===== config.mk =====
export PLATFORM = sky130hd
export DESIGN_NAME = bias_activate
export DESIGN_NICKNAME = d
export VERILOG_FILES = /design/src/rtl/bias_activate.sv
export SDC_FILE = /design/constraint.sdc
export NUM_CORES = 1
export LEC_CHECK = 0
export CORE_UTILIZATION = 30
export DETAILED_ROUTE_END_ITERATION = 10
export PLACE_DENSITY = 0.52
export SKIP_CTS_REPAIR_TIMING = 1
export SLEW_MARGIN = 20
export SYNTH_ARGS = -nofsm -noshare
export SYNTH_HDL_FRONTEND = slang
export SYNTH_SLANG_ARGS = --single-unit

===== constraint.sdc =====
create_clock -name iCLK -period 2.7 [get_ports iCLK]
set_input_delay 0.27 -clock iCLK [delete_from_list [all_inputs] [get_ports iCLK]]
set_output_delay 0.27 -clock iCLK [all_outputs]
set_load 0.05 [all_outputs]

===== src/rtl/bias_activate.sv =====
`default_nettype none
// ============================================================================
// Module   : bias_activate
// Purpose  : Per-lane bias add, activation and signed saturation, with a
//            LOAD/RUN/DRAIN FSM that keeps bias updates atomic w.r.t. sums.
//            Optional ReLU activation: define BIAS_ACTIVATE_RELU_EN.
// Revision : 1.0 - initial release
// ============================================================================
module bias_activate #(
    parameter int    SIZE_A = 32,
    parameter int    SIZE_B = 32,
    parameter int    WIDTH  = 4,
    parameter string BURST  = "yes"
) (
    input  logic                                       iCLK,
    input  logic                                       iRST,
    input  logic                                       iValid_AM_B,
    output logic                                       oReady_AM_B,
    input  logic [SIZE_B*WIDTH-1:0]                    iData_AM_B,
    input  logic [SIZE_B-1:0]                          iValid_AM_WS,
    output logic [SIZE_B-1:0]                          oReady_AM_WS,
    input  logic [SIZE_B*($clog2(SIZE_A)+WIDTH)-1:0]   iData_AM_WS,
    output logic [SIZE_B-1:0]                          oValid_BM,
    input  logic [SIZE_B-1:0]                          iReady_BM,
    output logic [SIZE_B*WIDTH-1:0]                    oData_BM
);

    localparam int c_IW = $clog2(SIZE_A) + WIDTH;

    localparam int                   c_maxInt = 2**(WIDTH-1) - 1;
    localparam int                   c_minInt = -(2**(WIDTH-1));
    localparam logic signed [c_IW:0] c_satMax = c_maxInt[c_IW:0];
    localparam logic signed [c_IW:0] c_satMin = c_minInt[c_IW:0];

    localparam logic [1:0] c_stLoad  = 2'd0;
    localparam logic [1:0] c_stRun   = 2'd1;
    localparam logic [1:0] c_stDrain = 2'd2;

    logic [1:0]              r_state;
    logic [1:0]              w_stateNext;
    logic [SIZE_B*WIDTH-1:0] r_bias;
    logic [SIZE_B-1:0]       w_laneOcc;
    logic                    w_allEmpty;
    logic                    w_biasReady;
    logic                    w_laneEnable;
    logic                    w_biasXfer;

    function automatic logic [WIDTH-1:0] activate(input logic signed [c_IW:0] s);
        logic signed [c_IW:0] a;
        a = s;
`ifdef BIAS_ACTIVATE_RELU_EN
        if (s[c_IW]) a = '0;
`endif
        if (a > c_satMax)
            return c_satMax[WIDTH-1:0];
        else if (a < c_satMin)
            return c_satMin[WIDTH-1:0];
        else
            return a[WIDTH-1:0];
    endfunction

    assign w_allEmpty = ~|w_laneOcc;
    assign w_biasXfer = iValid_AM_B & w_biasReady;
    assign oReady_AM_B = w_biasReady;

    // State register
    always_ff @(posedge iCLK) begin
        if (!iRST) r_state <= c_stLoad;
        else       r_state <= w_stateNext;
    end

    // Next-state logic
    always_comb begin
        w_stateNext = r_state;
        case (r_state)
            c_stLoad:  if (w_biasXfer)  w_stateNext = c_stRun;
            c_stRun:   if (iValid_AM_B) w_stateNext = c_stDrain;
            c_stDrain: if (w_biasXfer)  w_stateNext = c_stRun;
            default:                    w_stateNext = c_stLoad;
        endcase
    end

    // Outputs depend only on registered state and lane occupancy
    always_comb begin
        w_biasReady  = 1'b0;
        w_laneEnable = 1'b0;
        case (r_state)
            c_stLoad:  w_biasReady  = 1'b1;
            c_stRun:   w_laneEnable = 1'b1;
            c_stDrain: w_biasReady  = w_allEmpty;
            default:   w_biasReady  = 1'b0;
        endcase
    end

    always_ff @(posedge iCLK) begin
        if (!iRST)           r_bias <= '0;
        else if (w_biasXfer) r_bias <= iData_AM_B;
    end

    for (genvar i = 0; i < SIZE_B; i++) begin : g_lane
        logic signed [c_IW-1:0] w_sum;
        logic        [WIDTH-1:0] w_bias;
        logic signed [c_IW:0]   w_s;
        logic        [WIDTH-1:0] w_result;
        logic                    w_inXfer;
        logic                    w_outXfer;

        assign w_sum    = iData_AM_WS[i*c_IW +: c_IW];
        assign w_bias   = r_bias[i*WIDTH +: WIDTH];
        assign w_s      = {w_sum[c_IW-1], w_sum}
                        + {{(c_IW+1-WIDTH){w_bias[WIDTH-1]}}, w_bias};
        assign w_result = activate(w_s);

        if (BURST == "yes") begin : g_skid
            logic             r_mainValid;
            logic             r_skidValid;
            logic [WIDTH-1:0] r_mainData;
            logic [WIDTH-1:0] r_skidData;

            assign oReady_AM_WS[i]           = w_laneEnable & ~r_skidValid;
            assign w_inXfer                  = iValid_AM_WS[i] & oReady_AM_WS[i];
            assign w_outXfer                 = r_mainValid & iReady_BM[i];
            assign oValid_BM[i]              = r_mainValid;
            assign oData_BM[i*WIDTH +: WIDTH] = r_mainData;
            assign w_laneOcc[i]              = r_mainValid;

            // Skid only fills while main is stalled; main empty implies skid empty
            always_ff @(posedge iCLK) begin
                if (!iRST) begin
                    r_mainValid <= 1'b0;
                    r_skidValid <= 1'b0;
                end else if (r_skidValid) begin
                    if (w_outXfer) begin
                        r_mainData  <= r_skidData;
                        r_skidValid <= 1'b0;
                    end
                end else if (r_mainValid) begin
                    if (w_inXfer && w_outXfer) begin
                        r_mainData <= w_result;
                    end else if (w_inXfer) begin
                        r_skidData  <= w_result;
                        r_skidValid <= 1'b1;
                    end else if (w_outXfer) begin
                        r_mainValid <= 1'b0;
                    end
                end else if (w_inXfer) begin
                    r_mainData  <= w_result;
                    r_mainValid <= 1'b1;
                end
            end
        end else begin : g_single
            logic             r_valid;
            logic [WIDTH-1:0] r_data;

            assign oReady_AM_WS[i]           = w_laneEnable & ~r_valid;
            assign w_inXfer                  = iValid_AM_WS[i] & oReady_AM_WS[i];
            assign w_outXfer                 = r_valid & iReady_BM[i];
            assign oValid_BM[i]              = r_valid;
            assign oData_BM[i*WIDTH +: WIDTH] = r_data;
            assign w_laneOcc[i]              = r_valid;

            always_ff @(posedge iCLK) begin
                if (!iRST) begin
                    r_valid <= 1'b0;
                end else if (w_inXfer) begin
                    r_valid <= 1'b1;
                    r_data  <= w_result;
                end else if (w_outXfer) begin
                    r_valid <= 1'b0;
                end
            end
        end
    end

endmodule
`default_nettype wire


* After elaboration in Yosys (flattened, before gate mapping)
Index checks and enable logic that the tools add are counted.
** Storage, ports and cells
- Flip-flop bits (word level) :: 450
- Input bits :: 483
- Output and inout bits :: 193
- Word-level logic and storage cells :: 1073
** Cells by class
- $add $sub $neg :: 32
- $lt $le $gt $ge :: 64
- Equality and inequality tests :: 68
- Muxes and demuxes :: 485
- Bitwise logic cells :: 161
- Reductions and logical operators :: 133
** Operators with widths (count)
- two-way mux 4 bit :: 224
- adder 9 x 4 -> 10 bit :: 32
- greater-than comparator 10 x 4 -> 1 bit (second input constant) :: 32
- < comparator 10 x 4 -> 1 bit (second input constant) :: 32
- two-way mux 1 bit :: 257
- AND reduction 5 bit :: 32
- AND reduction 4 bit :: 32
- bitwise AND 1 bit :: 97
- != test 3 x 1 -> 1 bit (second input constant) :: 32
- nonzero test 3 bit :: 32
- != test 2 bit (second input constant) :: 33
- inverter 1 bit :: 64
- logical AND 1 bit :: 32
- OR reduction 32 bit :: 1
- two-way mux 2 bit :: 2
- case mux 2 bit (2 select lines) :: 1
- == test 2 x 1 -> 1 bit (second input constant) :: 1
- == test 2 bit (second input constant) :: 1
- logical NOT 2 bit :: 1
- != test 2 x 1 -> 1 bit (second input constant) :: 1
- case mux 1 bit (2 select lines) :: 1
- AND reduction 2 bit :: 1
- OR reduction 2 bit :: 1
- logical NOT 1 bit :: 1

* Depth between registers and ports, before layout
- Depth in word-level cells :: 8
- Depth in mapped cells :: 11
- Gate-level depth less buffers :: 11

* Worst setup path after synthesis
Ideal clock, no wire load.
- Path type :: flip-flop to flip-flop
- Start :: register r_bias[44]
- End :: register g_lane[11].g_skid.r_mainData[1] (data pin)
- Library setup time :: 0.129 ns
- Data arrival time :: 2.491 ns
- Required time :: 2.571 ns
- Setup slack :: 0.080 ns
- Stages on the path, launching flop included :: 12
- Path buffers :: 0
- Period minus slack after synthesis :: 2.620 ns
- Cell sequence :: dfxtp_1 ha_1 inv_1 fa_1 nand2b_1 a21oi_2 nor3_1 xor2_1 or4b_4 o21a_1 o21ai_1 mux2_2
** Between the ends
- Cells in the longest elaborated chain, start to end :: 7
- Elaborated cells between the ends (all ways) :: 9
- Those cells by class :: add/sub: 1; order compare: 2; mux: 6
** RTL lines
- start, declared :: line 41 : logic [SIZE_B*WIDTH-1:0] r_bias;
- start signal, assigned :: line 97 : else if (w_biasXfer) r_bias <= iData_AM_B;
- adder 9 x 4 -> 10 bit (*) :: line 111 : + {{(c_IW+1-WIDTH){w_bias[WIDTH-1]}}, w_bias};
- < comparator 10 x 4 -> 1 bit :: line 56 : else if (a < c_satMin)
- two-way mux 4 bit :: line 56
- two-way mux 4 bit (*) :: line 54 : if (a > c_satMax)
- named net g_lane[11].w_result[1] :: line 104 : logic [WIDTH-1:0] w_result;
- two-way mux 4 bit, on equally long branches :: line 146, 138
- two-way mux 4 bit (*) :: line 137 : end else if (r_mainValid) begin
- two-way mux 4 bit (*) :: line 132 : end else if (r_skidValid) begin
- end signal, assigned :: line 134 : r_mainData <= r_skidData;
- end signal, assigned :: line 139 : r_mainData <= w_result;
- end signal, assigned :: line 147 : r_mainData <= w_result;
- end, declared :: line 117 : logic [WIDTH-1:0] r_mainData;
Mark *: on every way through the listed nets, which the timed path passes. The rest lies on a longest branch. The select of a mux whose other input is x is not followed.
A chain may end at the register's enable or synchronous reset.

* Worst setup path after layout
- Start :: register g_lane[7].g_skid.r_mainValid
- End :: output port oReady_AM_B
** Between the ends
- Cells in the longest elaborated chain, start to end :: 3
** RTL lines
- start, declared :: line 115 : logic r_mainValid;
- start signal, assigned :: line 130 : r_mainValid <= 1'b0;
- start signal, assigned :: line 144 : r_mainValid <= 1'b0;
- start signal, assigned :: line 148 : r_mainValid <= 1'b1;
- OR reduction 32 bit :: line 62 : assign w_allEmpty = ~|w_laneOcc;
- logical NOT 1 bit :: line 62
- case mux 1 bit (2 select lines) :: line 87 : case (r_state)
- end, declared :: line 18 : output logic oReady_AM_B,
No other way between the ends.

==> impl_results.md <==
* Final Util at 45.1%
* CTS Buf Count at 55
* Nets at 5694
* Final period utilization at around 100%
* Post-synth EDFFs at around 260
* Number of remaining DRC errors at 0
* Post-synthesis sequential area ratio at 34.8%
* Overflow after GRT at 0
* First-pass GRT wire length at 173000 µm
* Ys flop type: edfxtp_1
* Initial core utilization at 30.4%
* Non-Filler Cell Area, Final at 49300 µm²
* Crit path time final at 2.70 ns
* Max_slew headroom at 46.9%
* Crit end category: output port
* WP data arrival at 2.43 ns
* CP max FO at 2
* Worst EP required at ~2.4 ns
* Yosys warns at 0
* Share of layout cells above drive strength 1 at 23.9%
* Setup crit start kind: flip-flop
* Routed vias at 31324
* I/O pin total at around 680
* Peak VDD IR at approximately 0.47 mV
* Most common cell after layout, fill and taps aside: clkdlybuf4s50_1
* WS Path Type: reg2out
* # H-tree levels at 2
* Clock latency on the worst-skew pair at 0.66 ns
* Root buffer cell: clkbuf_16
* FMAX at between 300 and 400 MHz
* Input/output buffers at 675
* Area delta synth->final at 48.4%
* Antenna violations before repair at 50
* Chip height at between 300 and 400 µm
* Cells after Synth at 3706
* Ordered cell list for the critical path: nor4_4, buf_4, nand4_1, buf_4, o21a_1, nor2_2, buf_6, buf_12
* CP top delay family: buffers and inverters
* Commonest non-fill, non-tap cells in the layout: clkdlybuf4s50_1, buf_4, nand2_1
* Setup violators final at 0
* Vias in the first global route at 30738
* Max Cap Viol at 0
* Dpl cells at between 6000 and 7000
* Core area at ~110000 µm²
* Outcome: complete, no violations
* Largest net degree at the start of global routing at 65
* Clock Skews at 0.0329 ns
* Post-Place Worst Slack at -0.563 ns
* Hold Violations, Final at 0
* Register area at 11600 µm²
* Fillers at 10780
* Reg clk slew, reported paths at 0.06 ns
* Non-Filler Instances at 6438
* DR pass1 iterations at 5
* Total GRT Usage at 19.9%
* Clock buffer depth at 3
* Synth Net Count at 4509
* Gp weighted congestion at between 0.8 and 0.9
* Post-synth ARST share at 0%
* DRT antenna net count at 0
* Die X at 335 µm
* Power per Cell Area at 482 nW/µm²
* Cell area after placement at about 46000 µm²
* Worst Hold Class: in2reg
* Avg WL per Cell at 18.2 µm
* Avg Cell Area, Syn at between 8 and 9 µm²
* Fin. max-slew vios at 0
* Synth Cell Area at 33200 µm²
* Crit-path slowest cell: dfxtp_2
* Worst path buffer plus inverter count at 4
* Vias/cell at 4.87
* Synth unique cells at between 90 and 100
* Flop and latch count out of synthesis at 450
* Number of clock sinks at 450
* Worst Slack Setup Final at 0.0000111 ns
* LEAKAGE at 20.4 nW
* Routed wire length at 117000 µm
* Multi-input logic area at 21200 µm²
* Hpwl dp at 93100 µm
* Std cell rows at 121
* RSZ-0062 raised after global routing: true
* Crit path largest cell delay at 0.34 ns
* Slew @ Worst Pin at 0.793 ns
* CTS tree: yes
* DR iter-0 viols at approximately 1400
* Die area at 112000 µm²
* CP dominant cell by count: buf_4
[cell usage after synthesis, types with 9 or more instances]
cell type / number / area, µm²
nand2_1: 511 / 1920
o21ai_1: 15 / 75.1
o211ai_1: 40 / 300
a31o_2: 43 / 377
clkbuf_1: 85 / 319
nand3b_1: 24 / 180
fa_1: 32 / 641
or3_1: 38 / 238
nand3_1: 57 / 285
nor2_1: 186 / 698
and3_1: 10 / 62.6
a2111oi_0: 14 / 123
o2111ai_1: 13 / 114
nor2b_1: 57 / 357
o41a_1: 13 / 146
edfxtp_1: 256 / 7690
and2_1: 17 / 106
a22o_1: 10 / 87.6
ha_1: 288 / 3600
a21boi_0: 174 / 1310
a211oi_1: 33 / 248
o311ai_0: 9 / 78.8
nand4_1: 33 / 206
o21ai_0: 148 / 741
nor4_1: 58 / 363
nor3_1: 82 / 410
nand2b_1: 70 / 438
or2_2: 16 / 100
a21o_1: 64 / 480
buf_4: 32 / 240
o21a_1: 47 / 353
mux2_2: 88 / 991
inv_1: 273 / 1020
or4_1: 10 / 75.1
a21oi_1: 199 / 996
o41ai_2: 9 / 146
xnor2_1: 87 / 762
xor2_1: 86 / 753
dfxtp_1: 194 / 3880
a31oi_1: 39 / 244
a41o_1: 15 / 150
o22ai_1: 23 / 144
mux2i_1: 25 / 250
o31ai_1: 22 / 165
buf_2: 32 / 160
[power by group]
part,internal (W),switching (W),leakage (nW)
Sequential,0.00766,0.000196,3.90
Combinational,0.00405,0.00404,15.6
Clock,0.00456,0.00322,0.906
[per-stage QoR]
| stage | power, W | setup TNS (ns) | hold slack, ns |
|---|---|---|---|
| 6_report | 0.0237 | 0 | 0.119 |
| 5_1_grt | 0.0250 | -1.07 | 0.102 |
| 4_1_cts | 0.0235 | -5.90 | 0.0770 |
| 3_5_place_dp | 0.0155 | -61.10 | 0.461 |
| 3_3_place_gp | 0.0155 | -55.65 | 0.454 |
| 2_1_floorplan | 0.0123 | 0 | 0.415 |
[path summary, 6_finish.rpt]
kind | start | end | depth (start not counted) | slack (ns)
setup / recovery | g_lane[7].g_skid.r_mainValid | oReady_AM_B | 8 | 0.00001
hold / removal | iRST | g_lane[19].g_skid.r_mainValid | 2 | 0.12
setup reg to reg | r_bias[100] | g_lane[25].g_skid.r_mainData[1] | 11 | 0.01
hold reg to reg | r_bias[62] | r_bias[62] | 2 | 0.46
[sequential cells by signal, indices dropped and copies added, names as in the netlist]
signal,count
r_bias,128
g_lane.g_skid.r_skidData,128
g_lane.g_skid.r_mainData,128
g_lane.g_skid.r_mainValid,32
r_state,2
g_lane.g_skid.r_skidValid,32
[logic make-up (layout without fill, tap and decap cells)]
kind of cell	count (synthesis)	in the layout	share of synthesized area (%)
other	0	25	0
multiplexers	113	113	3.74
adder cells (fa/ha/maj)	320	320	12.8
AO/OA/AOI/OAI	1011	1011	21.2
flip-flops	450	450	34.8
XOR/XNOR	173	173	4.56
AND/OR/NAND/NOR	1208	1208	17.5
buffers and inverters	431	1662	5.39
[per-layer routing]
layer | GRT usage (%) | vias to the layer above | share of wire, %
li1 | - | 15879 | -
met1 | 23.7 | 14497 | 42
met2 | 33.1 | 697 | 47
met3 | 5.79 | 209 | 6.9
met4 | 8.61 | 42 | 3.8
met5 | 0 | - | 0.23
[cell type report]
class / count / area share (%)
well taps: 1476 / 3.75
clock inverters: 27 / 0.597
flip-flops and latches: 450 / 23.6
inverters: 273 / 2.08
repair buffers: 1286 / 23.6
clock buffers: 76 / 3.20
multi-input cells: 2825 / 43.1
diodes: 25 / 0.127
No activity file was read; power rests on OpenSTA's default activity.
